File: config.mk
export PLATFORM = sky130hd
export DESIGN_NAME = fft64_bitrev_reorder_flat
export DESIGN_NICKNAME = d
export VERILOG_FILES = /design/src/rtl/fft64_bitrev_reorder_if.sv /design/src/rtl/fft64_bitrev_reorder.sv /design/src/flat_wrapper.sv
export SDC_FILE = /design/constraint.sdc
export NUM_CORES = 2
export LEC_CHECK = 0
export BUFFER_PORTS_ARGS = -buffer_cell sky130_fd_sc_hd__buf_2
export CELL_PAD_IN_SITES_DETAIL_PLACEMENT = 1
export CELL_PAD_IN_SITES_GLOBAL_PLACEMENT = 1
export CORE_ASPECT_RATIO = 0.5
export CORE_UTILIZATION = 45
export CTS_CLUSTER_SIZE = 12
export DETAILED_ROUTE_END_ITERATION = 7
export PLACE_DENSITY_LB_ADDON = 0.1
export SLEW_MARGIN = 25
export SYNTH_ARGS = -nofsm -noshare
export SYNTH_HDL_FRONTEND = slang
export SYNTH_MEMORY_MAX_BITS = 65536
export SYNTH_SLANG_ARGS = --single-unit
File: constraint.sdc
create_clock -name clk -period 13.3 [get_ports clk]
set_clock_uncertainty 0.1 [all_clocks]
set_input_delay 1.33 -clock clk [delete_from_list [all_inputs] [get_ports clk]]
set_output_delay 1.33 -clock clk [all_outputs]
set_load 0.05 [all_outputs]
File: src/rtl/fft64_bitrev_reorder_if.sv
// Stream interface of the FFT output reorder buffer: bit-reversed input side,
// natural-order output side and the resync error pulse.
interface fft64_bitrev_reorder_if #(
  parameter int WIDTH = 17,
  parameter int LOG2N = 6
);
  logic                    in_valid;
  logic                    in_ready;
  logic                    in_sof;
  logic signed [WIDTH-1:0] in_re;
  logic signed [WIDTH-1:0] in_im;
  logic                    out_valid;
  logic                    out_ready;
  logic signed [WIDTH-1:0] out_re;
  logic signed [WIDTH-1:0] out_im;
  logic [LOG2N-1:0]        out_idx;
  logic                    out_sof;
  logic                    out_eof;
  logic                    frame_err;

  modport slave (
    input  in_valid, in_sof, in_re, in_im, out_ready,
    output in_ready, out_valid, out_re, out_im, out_idx, out_sof, out_eof, frame_err
  );

  modport master (
    output in_valid, in_sof, in_re, in_im, out_ready,
    input  in_ready, out_valid, out_re, out_im, out_idx, out_sof, out_eof, frame_err
  );
endinterface

File: src/rtl/fft64_bitrev_reorder.sv
// Ping-pong reorder buffer: writes the SDF FFT output at bit-reversed addresses
// and streams bins out in natural order at one sample per cycle.
module fft64_bitrev_reorder #(
  parameter int WIDTH = 17,
  parameter int LOG2N = 6
) (
  input logic                   clk,
  input logic                   rst_n,
  fft64_bitrev_reorder_if.slave io
);
  localparam int N = 1 << LOG2N;

  logic signed [WIDTH-1:0] mem_re [2*N];
  logic signed [WIDTH-1:0] mem_im [2*N];

  logic             wr_bank;
  logic             rd_bank;
  logic [LOG2N-1:0] wr_cnt;
  logic [LOG2N-1:0] rd_cnt;
  logic [1:0]       full;
  logic [1:0]       full_nxt;

  logic             wr_fire;
  logic             resync;
  logic             wr_last;
  logic             rd_load;
  logic             rd_last;
  logic [LOG2N-1:0] wr_addr;

  logic                    vld_p1;
  logic signed [WIDTH-1:0] re_p1;
  logic signed [WIDTH-1:0] im_p1;
  logic [LOG2N-1:0]        idx_p1;
  logic                    sof_p1;
  logic                    eof_p1;
  logic                    err_p1;

  function automatic logic [LOG2N-1:0] bitrev(input logic [LOG2N-1:0] a);
    logic [LOG2N-1:0] r;
    for (int i = 0; i < LOG2N; i++) r[i] = a[LOG2N-1-i];
    return r;
  endfunction

  assign io.in_ready = !full[wr_bank];
  assign wr_fire     = io.in_valid && !full[wr_bank];
  // A start-of-frame mid-frame restarts the current bank; the sample becomes position 0.
  assign resync      = wr_fire && io.in_sof && (wr_cnt != '0);
  assign wr_last     = wr_fire && !resync && (wr_cnt == '1);
  assign wr_addr     = resync ? '0 : bitrev(wr_cnt);
  assign rd_load     = (!vld_p1 || io.out_ready) && full[rd_bank];
  assign rd_last     = rd_load && (rd_cnt == '1);

  // Set and clear always target different banks: the write bank is never full.
  always_comb begin
    full_nxt = full;
    if (wr_last) full_nxt[wr_bank] = 1'b1;
    if (rd_last) full_nxt[rd_bank] = 1'b0;
  end

  // stage p0: buffer write
  always_ff @(posedge clk) begin
    if (wr_fire) begin
      mem_re[{wr_bank, wr_addr}] <= io.in_re;
      mem_im[{wr_bank, wr_addr}] <= io.in_im;
    end
  end

  always_ff @(posedge clk or negedge rst_n) begin
    if (!rst_n) begin
      wr_bank <= 1'b0;
      rd_bank <= 1'b0;
      wr_cnt  <= '0;
      rd_cnt  <= '0;
      full    <= '0;
    end else begin
      full <= full_nxt;
      if (wr_fire) begin
        if (resync) begin
          wr_cnt <= LOG2N'(1);
        end else if (wr_cnt == '1) begin
          wr_cnt  <= '0;
          wr_bank <= ~wr_bank;
        end else begin
          wr_cnt <= wr_cnt + LOG2N'(1);
        end
      end
      if (rd_load) begin
        rd_cnt <= rd_cnt + LOG2N'(1);
        if (rd_last) rd_bank <= ~rd_bank;
      end
    end
  end

  // stage p1: registered natural-order output
  always_ff @(posedge clk or negedge rst_n) begin
    if (!rst_n) begin
      vld_p1 <= 1'b0;
      re_p1  <= '0;
      im_p1  <= '0;
      idx_p1 <= '0;
      sof_p1 <= 1'b0;
      eof_p1 <= 1'b0;
      err_p1 <= 1'b0;
    end else begin
      err_p1 <= resync;
      if (rd_load) begin
        vld_p1 <= 1'b1;
        re_p1  <= mem_re[{rd_bank, rd_cnt}];
        im_p1  <= mem_im[{rd_bank, rd_cnt}];
        idx_p1 <= rd_cnt;
        sof_p1 <= (rd_cnt == '0);
        eof_p1 <= (rd_cnt == '1);
      end else if (io.out_ready) begin
        vld_p1 <= 1'b0;
      end
    end
  end

  assign io.out_valid = vld_p1;
  assign io.out_re    = re_p1;
  assign io.out_im    = im_p1;
  assign io.out_idx   = idx_p1;
  assign io.out_sof   = sof_p1;
  assign io.out_eof   = eof_p1;
  assign io.frame_err = err_p1;
endmodule

File: src/flat_wrapper.sv
// flat-port wrapper written by rule: the top's interface ports become plain ports
module fft64_bitrev_reorder_flat 
#(
  parameter int WIDTH = 17,
  parameter int LOG2N = 6
)
  (clk, rst_n, io_in_valid, io_in_sof, io_in_re, io_in_im, io_out_ready, io_in_ready, io_out_valid, io_out_re, io_out_im, io_out_idx, io_out_sof, io_out_eof, io_frame_err);
  fft64_bitrev_reorder_if #(.WIDTH(WIDTH), .LOG2N(LOG2N)) io_i ();
  input logic clk;
  input logic rst_n;
  input wire logic [$bits(io_i.in_valid)-1:0] io_in_valid;
  input wire logic [$bits(io_i.in_sof)-1:0] io_in_sof;
  input wire logic [$bits(io_i.in_re)-1:0] io_in_re;
  input wire logic [$bits(io_i.in_im)-1:0] io_in_im;
  input wire logic [$bits(io_i.out_ready)-1:0] io_out_ready;
  output wire logic [$bits(io_i.in_ready)-1:0] io_in_ready;
  output wire logic [$bits(io_i.out_valid)-1:0] io_out_valid;
  output wire logic [$bits(io_i.out_re)-1:0] io_out_re;
  output wire logic [$bits(io_i.out_im)-1:0] io_out_im;
  output wire logic [$bits(io_i.out_idx)-1:0] io_out_idx;
  output wire logic [$bits(io_i.out_sof)-1:0] io_out_sof;
  output wire logic [$bits(io_i.out_eof)-1:0] io_out_eof;
  output wire logic [$bits(io_i.frame_err)-1:0] io_frame_err;
  assign io_i.in_valid = io_in_valid;
  assign io_i.in_sof = io_in_sof;
  assign io_i.in_re = io_in_re;
  assign io_i.in_im = io_in_im;
  assign io_i.out_ready = io_out_ready;
  assign io_in_ready = io_i.in_ready;
  assign io_out_valid = io_i.out_valid;
  assign io_out_re = io_i.out_re;
  assign io_out_im = io_i.out_im;
  assign io_out_idx = io_i.out_idx;
  assign io_out_sof = io_i.out_sof;
  assign io_out_eof = io_i.out_eof;
  assign io_frame_err = io_i.frame_err;
  fft64_bitrev_reorder #(.WIDTH(WIDTH), .LOG2N(LOG2N)) u_core (.clk(clk), .rst_n(rst_n), .io(io_i));
endmodule
-- Word-level counts from Yosys, hierarchy flattened
Memory sizes are Yosys's and may differ from the RTL's. A register that Yosys moved wholly into a read port is not among the register bits.
Index checks and enable logic that the tools add are counted.
- register bits after elaboration: 26
- memory bits (writable): 4352
- output and inout bits: 45
- word-level logic and storage cells: 63
- memories: 2
- $add $sub $neg: 2
- $lt $le $gt $ge: 4
- eq/ne operators: 2
- mux-type cells: 17
- bitwise logic cells: 6
- reduce and logical (&&, ||, !) cells: 20
- memory list (name ; words ; bits a word ; read ports ; clocked after memory_dff ; write ports ; line ; source):
    u_core.mem_im ; 128 ; 17 ; 1 ; 1 ; 1 ; fft64_bitrev_reorder.sv:14 ; logic signed [WIDTH-1:0] mem_im [2*N];
    u_core.mem_re ; 128 ; 17 ; 1 ; 1 ; 1 ; fft64_bitrev_reorder.sv:13 ; logic signed [WIDTH-1:0] mem_re [2*N];
- operator list (cell ; count):
    two-way mux 6 bit ; 3
    adder 6 x 1 -> 6 bit (second input constant) ; 2
    == test 6 bit (second input constant) ; 2
    two-way mux 1 bit ; 10
    logical AND 1 bit ; 9
    logical NOT 6 bit ; 1
    nonzero test 6 bit ; 1
    logical NOT 1 bit ; 5
    less-than comparator 1 x 2 -> 1 bit (second input constant) ; 2
    two-way mux 2 bit ; 2
    inverter 1 bit ; 3
    AND reduction 3 bit ; 1
    bitwise AND 2 bit ; 1
    demux 1 bit (select 1 bit) ; 2
    >= comparator 1 bit (second input constant) ; 2
    inverter 2 bit ; 1
    OR 2 bit ; 1
    AND reduction 2 bit ; 1
    nonzero test 2 bit ; 1
    logical OR 1 bit ; 1

-- Longest topological paths before layout
- word-level depth: 12
- depth in mapped cells: 12

-- Worst setup path after synthesis
OpenSTA, ideal clock, no wires.
- path type: register to register
- start point: register u_core.wr_bank
- end point: memory u_core.mem_im[120][0] (enable)
- data arrival time: 4517 ps
- data required time: 12733 ps
- setup slack: 8216 ps
- stages on the path, launching flop included: 6
- buffers on the path: 0
- clock period less this slack: 5084 ps
- cell sequence: dfrtp_1 > mux2i_1 > nand2_1 > nor3_1 > nand3_1 > nor3_1
- cells in the longest elaborated chain, start to end: 7
- elaborated cells on any way between the ends: 9
- those cells by class: mux: 5; reduce/logical: 4
- ends and longest elaborated chain (what ; line ; source):
    from (decl) ; fft64_bitrev_reorder.sv:16 ; logic wr_bank;
    from (signal assigned) ; fft64_bitrev_reorder.sv:82 ; wr_bank <= ~wr_bank;
    two-way mux 1 bit (*) (2 in series) ; n/a ;
    logical NOT 1 bit (*) ; n/a ;
    via io_in_ready ; flat_wrapper.sv:16 ; output wire logic [$bits(io_i.in_ready)-1:0] io_in_ready;
    logical AND 1 bit (*) ; fft64_bitrev_reorder.sv:45 ; assign wr_fire = io.in_valid && !full[wr_bank];
    logical AND 1 bit (2 in series) ; fft64_bitrev_reorder.sv:47 ; assign resync = wr_fire && io.in_sof && (wr_cnt != '0);
    two-way mux 6 bit ; fft64_bitrev_reorder.sv:49 ; assign wr_addr = resync ? '0 : bitrev(wr_cnt);
    to (decl) ; fft64_bitrev_reorder.sv:14 ;
The timed path passes the listed nets; every way through them passes the cells marked *. The select of a mux whose other input is x is not followed.

==> results.md <==
Synthesis:
- The fraction of the yosys area taken by sequential cells is 77.5%.
- Of the total synthesized cell area, the portion taken by AND, OR, NAND and NOR gates is 2.10%.
- When the netlist entered floorplanning its net count stood at 8337.
- sky130_fd_sc_hd__edfxtp_1 takes more of the synthesized area than any other cell.
- The share of synthesized area spent on multiplexers is 15.2%.
- The fraction of synthesis flops using an asynchronous set or reset pin is 1.36%.
- The count of unique library cells instantiated by Yosys is 64.
- The share of Yosys cell area claimed by the top area cell type is 76.6%.
- The number of synthesis warnings is 0.
- The total of flip-flops plus latches after synthesis is 4412.
- Of the total synthesized cell area, the portion taken by XOR and XNOR cells is 0.0359%.
- The most used flip-flop cell after synthesis is sky130_fd_sc_hd__edfxtp_1.
- The post-synthesis instance area is 0.171 sq mm.
- Summing the areas of all compound-gate instances in the mapped netlist gives 3.33% of the synthesized area.
- The dominant combinational cell family by area after synthesis is multiplexers.
- The mean post-synth cell area is 20.6 sq um.
- In the post-synthesis netlist, the biggest area contributors are sky130_fd_sc_hd__edfxtp_1, sky130_fd_sc_hd__mux4_2, sky130_fd_sc_hd__mux2i_1, sky130_fd_sc_hd__a22oi_1, sky130_fd_sc_hd__dfrtp_1.
- After Yosys synthesis, full adders, half adders and majority gates account for 0.0293% of the synthesized area.
- The count of flip-flops with a built-in enable after synthesis is 4352.
- Synthesis produced 8294 cells.

Power and ir drop:
- The analysis attributes to cell leakage a power of 57.6 nW.
- Net switching is 21.1% of the power.
- Combinational logic is responsible for 2.7% of the overall power.
- The total design power is 27.0 mW.
- Internal power comes to 21.3 mW.
- The analysis attributes to net switching a power of 5.71 mW.
- Sequential cells account for 57.0% of the total power.
- The power per cell area is 142 mW/mm^2.
- The worst-case IR drop observed on VDD is 0.110 mV.
- The share of power burned in the clock network is 40.3%.

Drt:
- After the first detailed-routing iteration, the DRC count stood at 12.2k.
- The total number of vias is 87.8k.
- The detail-routed via count per cell is 6.30.
- After detailed routing, the number of remaining DRC violations is 0.
- The number of detailed-routing iterations run before antenna repair is 5.
- The total routed wirelength is 545000 um.
- The detailed-route wire length per cell is 39.1 um.
- The detail route stage leaves a number of antenna-violating nets equal to 0.

Outcome:
- The flow ran to the end, and the final reports show no timing, DRC or antenna violations.

STA:
- The final hold violation count is 0.
- The final critical path time including I/O delays and setup is 5720 ps.
- The slew at the pin with the worst max-slew slack is 1220 ps.
- Setup repair after global routing left no endpoint under its margin.
- The setup slack after layout is 7580 ps.
- The maximum achievable frequency is 175 MHz.
- The number of max-slew violations in the final report is 0.
- Summed over all failing endpoints, the final setup total negative slack is 0 ps.
- Setup violations remaining at the end of the flow were counted as 0.
- The worst hold slack is 347 ps.
- The fraction of the cycle the final worst path needs is 43.0%.
- In this run the tightest slew margin relative to its limit is 18.0%.

Clock tree:
- The clock passes through at most 4 buffers.
- TritonCTS built the clock tree.
- The number of buffers created by CTS is 417.
- Counting every sink on the clock net gives 4412.
- Buffers inserted to repair hold after CTS numbered 0.
- The number of setup buffers added after CTS is 0.
- The clock slew seen by the registers of the worst setup and hold paths is 60 ps.
- The master cell of the clock root buffer is sky130_fd_sc_hd__clkbuf_16.
- The level count of the clock H-tree is 5.
- The post-cts gate resize count is 0.
- The source-to-sink clock delay at the later pin of the worst-skew pair is 970 ps.

Cells and area:
- The layout overhead on the synthesized area is 11.4%.
- The fraction of final layout cells with drive strength greater than 1 is 20.9%.
- The number of nets in the layout is 8682.
- The post-route core utilization is 50.5%.

Setup path:
- The worst setup path is of the reg2reg kind.
- STA puts the critical path data arrival time at 6470 ps.
- Data on the critical path is required at its endpoint by 14060 ps.
- The nature of the critical path startpoint is a flop.
- Counting cells, the worst reg-to-reg path comes to 10.
- Along the worst path, the maximum fanout reaches 83.
- STA classifies the critical path endpoint as a flop.

Global routing:
- The maximum number of pins on one net before global-route repair is 108.
- The initial antenna violation count is 62.
- The total routing usage reported by global routing is 28.1%.
- The global-route wire length before repair is 742000 um.
- The number of global-route vias before repair is 87.5k.
- The global route total overflow is 0.

Floorplanning:
- The floorplan step set the die height to 437 um.
- In this run the count of I/O pins placed on the die edge is 84.
- The number of placement rows is 159.
- The die width is 873 um.
- The die covers 0.382 sq mm.
- The floorplan core area is 0.376 sq mm.
- The initial core utilization is 45.3%.

Flow run:
- The number of max-capacitance violations reported is 0.

Placed design:
- The final weighted congestion in routability-driven placement is 0.828.
- Timing analysis after detailed placement gives a worst setup slack of 7760 ps.
- The quantity of I/O buffers inserted on ports is 83.
- The HPWL reported at the end of detailed placement is 314000 um.

Min path:
- The path type of the worst min-delay path is in2async.
[stage by stage]
| stage | instances | area (sq um) |
|---|---|---|
| floorplan | 8294 | 171000 |
| global route | 13900 | 190000 |
| finish | 13900 | 190000 |
| global placement | 13300 | 178000 |
| CTS | 13900 | 190000 |
| detailed placement | 13300 | 178000 |
[cell usage after synthesis, types with 72 or more instances]
master                     number
sky130_fd_sc_hd__buf_2        142
sky130_fd_sc_hd__o22ai_1       72
sky130_fd_sc_hd__nor2_1       251
sky130_fd_sc_hd__buf_4        104
sky130_fd_sc_hd__mux2_2        89
sky130_fd_sc_hd__a31oi_1       90
sky130_fd_sc_hd__mux2i_1      914
sky130_fd_sc_hd__nand3_1      172
sky130_fd_sc_hd__buf_6         72
sky130_fd_sc_hd__edfxtp_1    4352
sky130_fd_sc_hd__clkbuf_1     122
sky130_fd_sc_hd__a21oi_1      166
sky130_fd_sc_hd__mux4_2       701
sky130_fd_sc_hd__a22oi_1      274
sky130_fd_sc_hd__nand2_1      274
sky130_fd_sc_hd__o21ai_0       94
[logic make-up after synthesis]
logic type | after synthesis
xor+xnor | 7
mux | 1710
simple gates | 821
buf+inv | 489
fa+ha+maj | 4
compound gates | 851
flops | 4412
[state kept, by name (all words and copies together) (netlist names), 2 cells and up]
signal             flops
u_core.mem_im       2176
u_core.mem_re       2176
u_core.io.out_im      17
u_core.io.out_re      17
u_core.io.out_idx      6
u_core.rd_cnt          6
u_core.wr_cnt          6
u_core.full            2
[power by group through the flow]
| stage | Combinational, mW | Sequential, mW | Clock, mW |
|---|---|---|---|
| CTS | 0.719 | 15.4 | 11.0 |
| detailed placement | 0.720 | 15.7 | 0 |
| floorplan | 0.192 | 15.7 | 0 |
| global route | 0.758 | 15.4 | 11.5 |
| finish | 0.732 | 15.4 | 10.9 |
| global placement | 0.698 | 15.7 | 0 |
[layout by cell type (no fill, tap or decap), drive strengths merged, types with 8 or more instances in the layout]
master,Yosys,final
a211o,11,11
a211oi,18,18
a21oi,166,166
a221oi,37,37
a22oi,274,274
a311oi,12,12
a31oi,90,90
and3,38,38
buf,356,405
clkbuf,123,590
clkinv,1,15
dfrtp,60,60
diode,0,31
edfxtp,4352,4352
inv,9,20
mux2,95,95
mux2i,914,914
mux4,701,701
nand2,274,274
nand3,172,172
nand4,12,12
nor2,253,253
nor2b,11,11
nor3,37,37
o21a,21,21
o21ai,100,100
o221a,8,8
o22ai,72,72
o32ai,8,8
[worst max-delay path, stage by stage, from the launching register on]
cell                        delay, ps
sky130_fd_sc_hd__dfrtp_4          670
sky130_fd_sc_hd__buf_12           280
sky130_fd_sc_hd__inv_16           350
sky130_fd_sc_hd__buf_12           390
sky130_fd_sc_hd__buf_4            740
sky130_fd_sc_hd__buf_4            480
sky130_fd_sc_hd__mux2i_1          260
sky130_fd_sc_hd__o22ai_1          220
sky130_fd_sc_hd__a2111oi_2        820
sky130_fd_sc_hd__a31oi_1          470
sky130_fd_sc_hd__o31a_1           220
[worst paths after layout]
check / startpoint / to / slack, ps
max in group asynchronous: rst_n / u_core.rd_cnt[1] / 11320
hold reg to reg: u_core.io.out_idx[1] / u_core.io.out_idx[1] / 400
setup reg to reg: u_core.rd_cnt[2] / u_core.io.out_re[5] / 7580
hold / removal: rst_n / u_core.io.out_im[5] / 350
setup / recovery: u_core.rd_cnt[2] / u_core.io.out_re[5] / 7580
min in group clk: u_core.io.out_idx[1] / u_core.io.out_idx[1] / 400
[per-layer routing]
metal | GRT usage, % | part of all wire [%] | routed length [um] | vias to the layer above
li1 | - | - | - | 34900
met2 | 42.7 | 45 | 247000 | 3773
met5 | 0 | 0.010 | 57 | -
met1 | 42.6 | 44 | 239000 | 48500
met4 | 6.59 | 2.5 | 13400 | 8
met3 | 5.18 | 8.3 | 45000 | 622
[layout make-up]
type | instances | area (sq um)
sequential | 4412 | 132000
clock inverter | 26 | 221
clock buffer | 590 | 11300
antenna | 31 | 77.6
fill | 33300 | 186000
tap | 5071 | 6340
timing repair buffer | 405 | 3210
multi-input combinational | 3393 | 36600
inverter | 10 | 63.8
(Power assumes the default switching activity.)
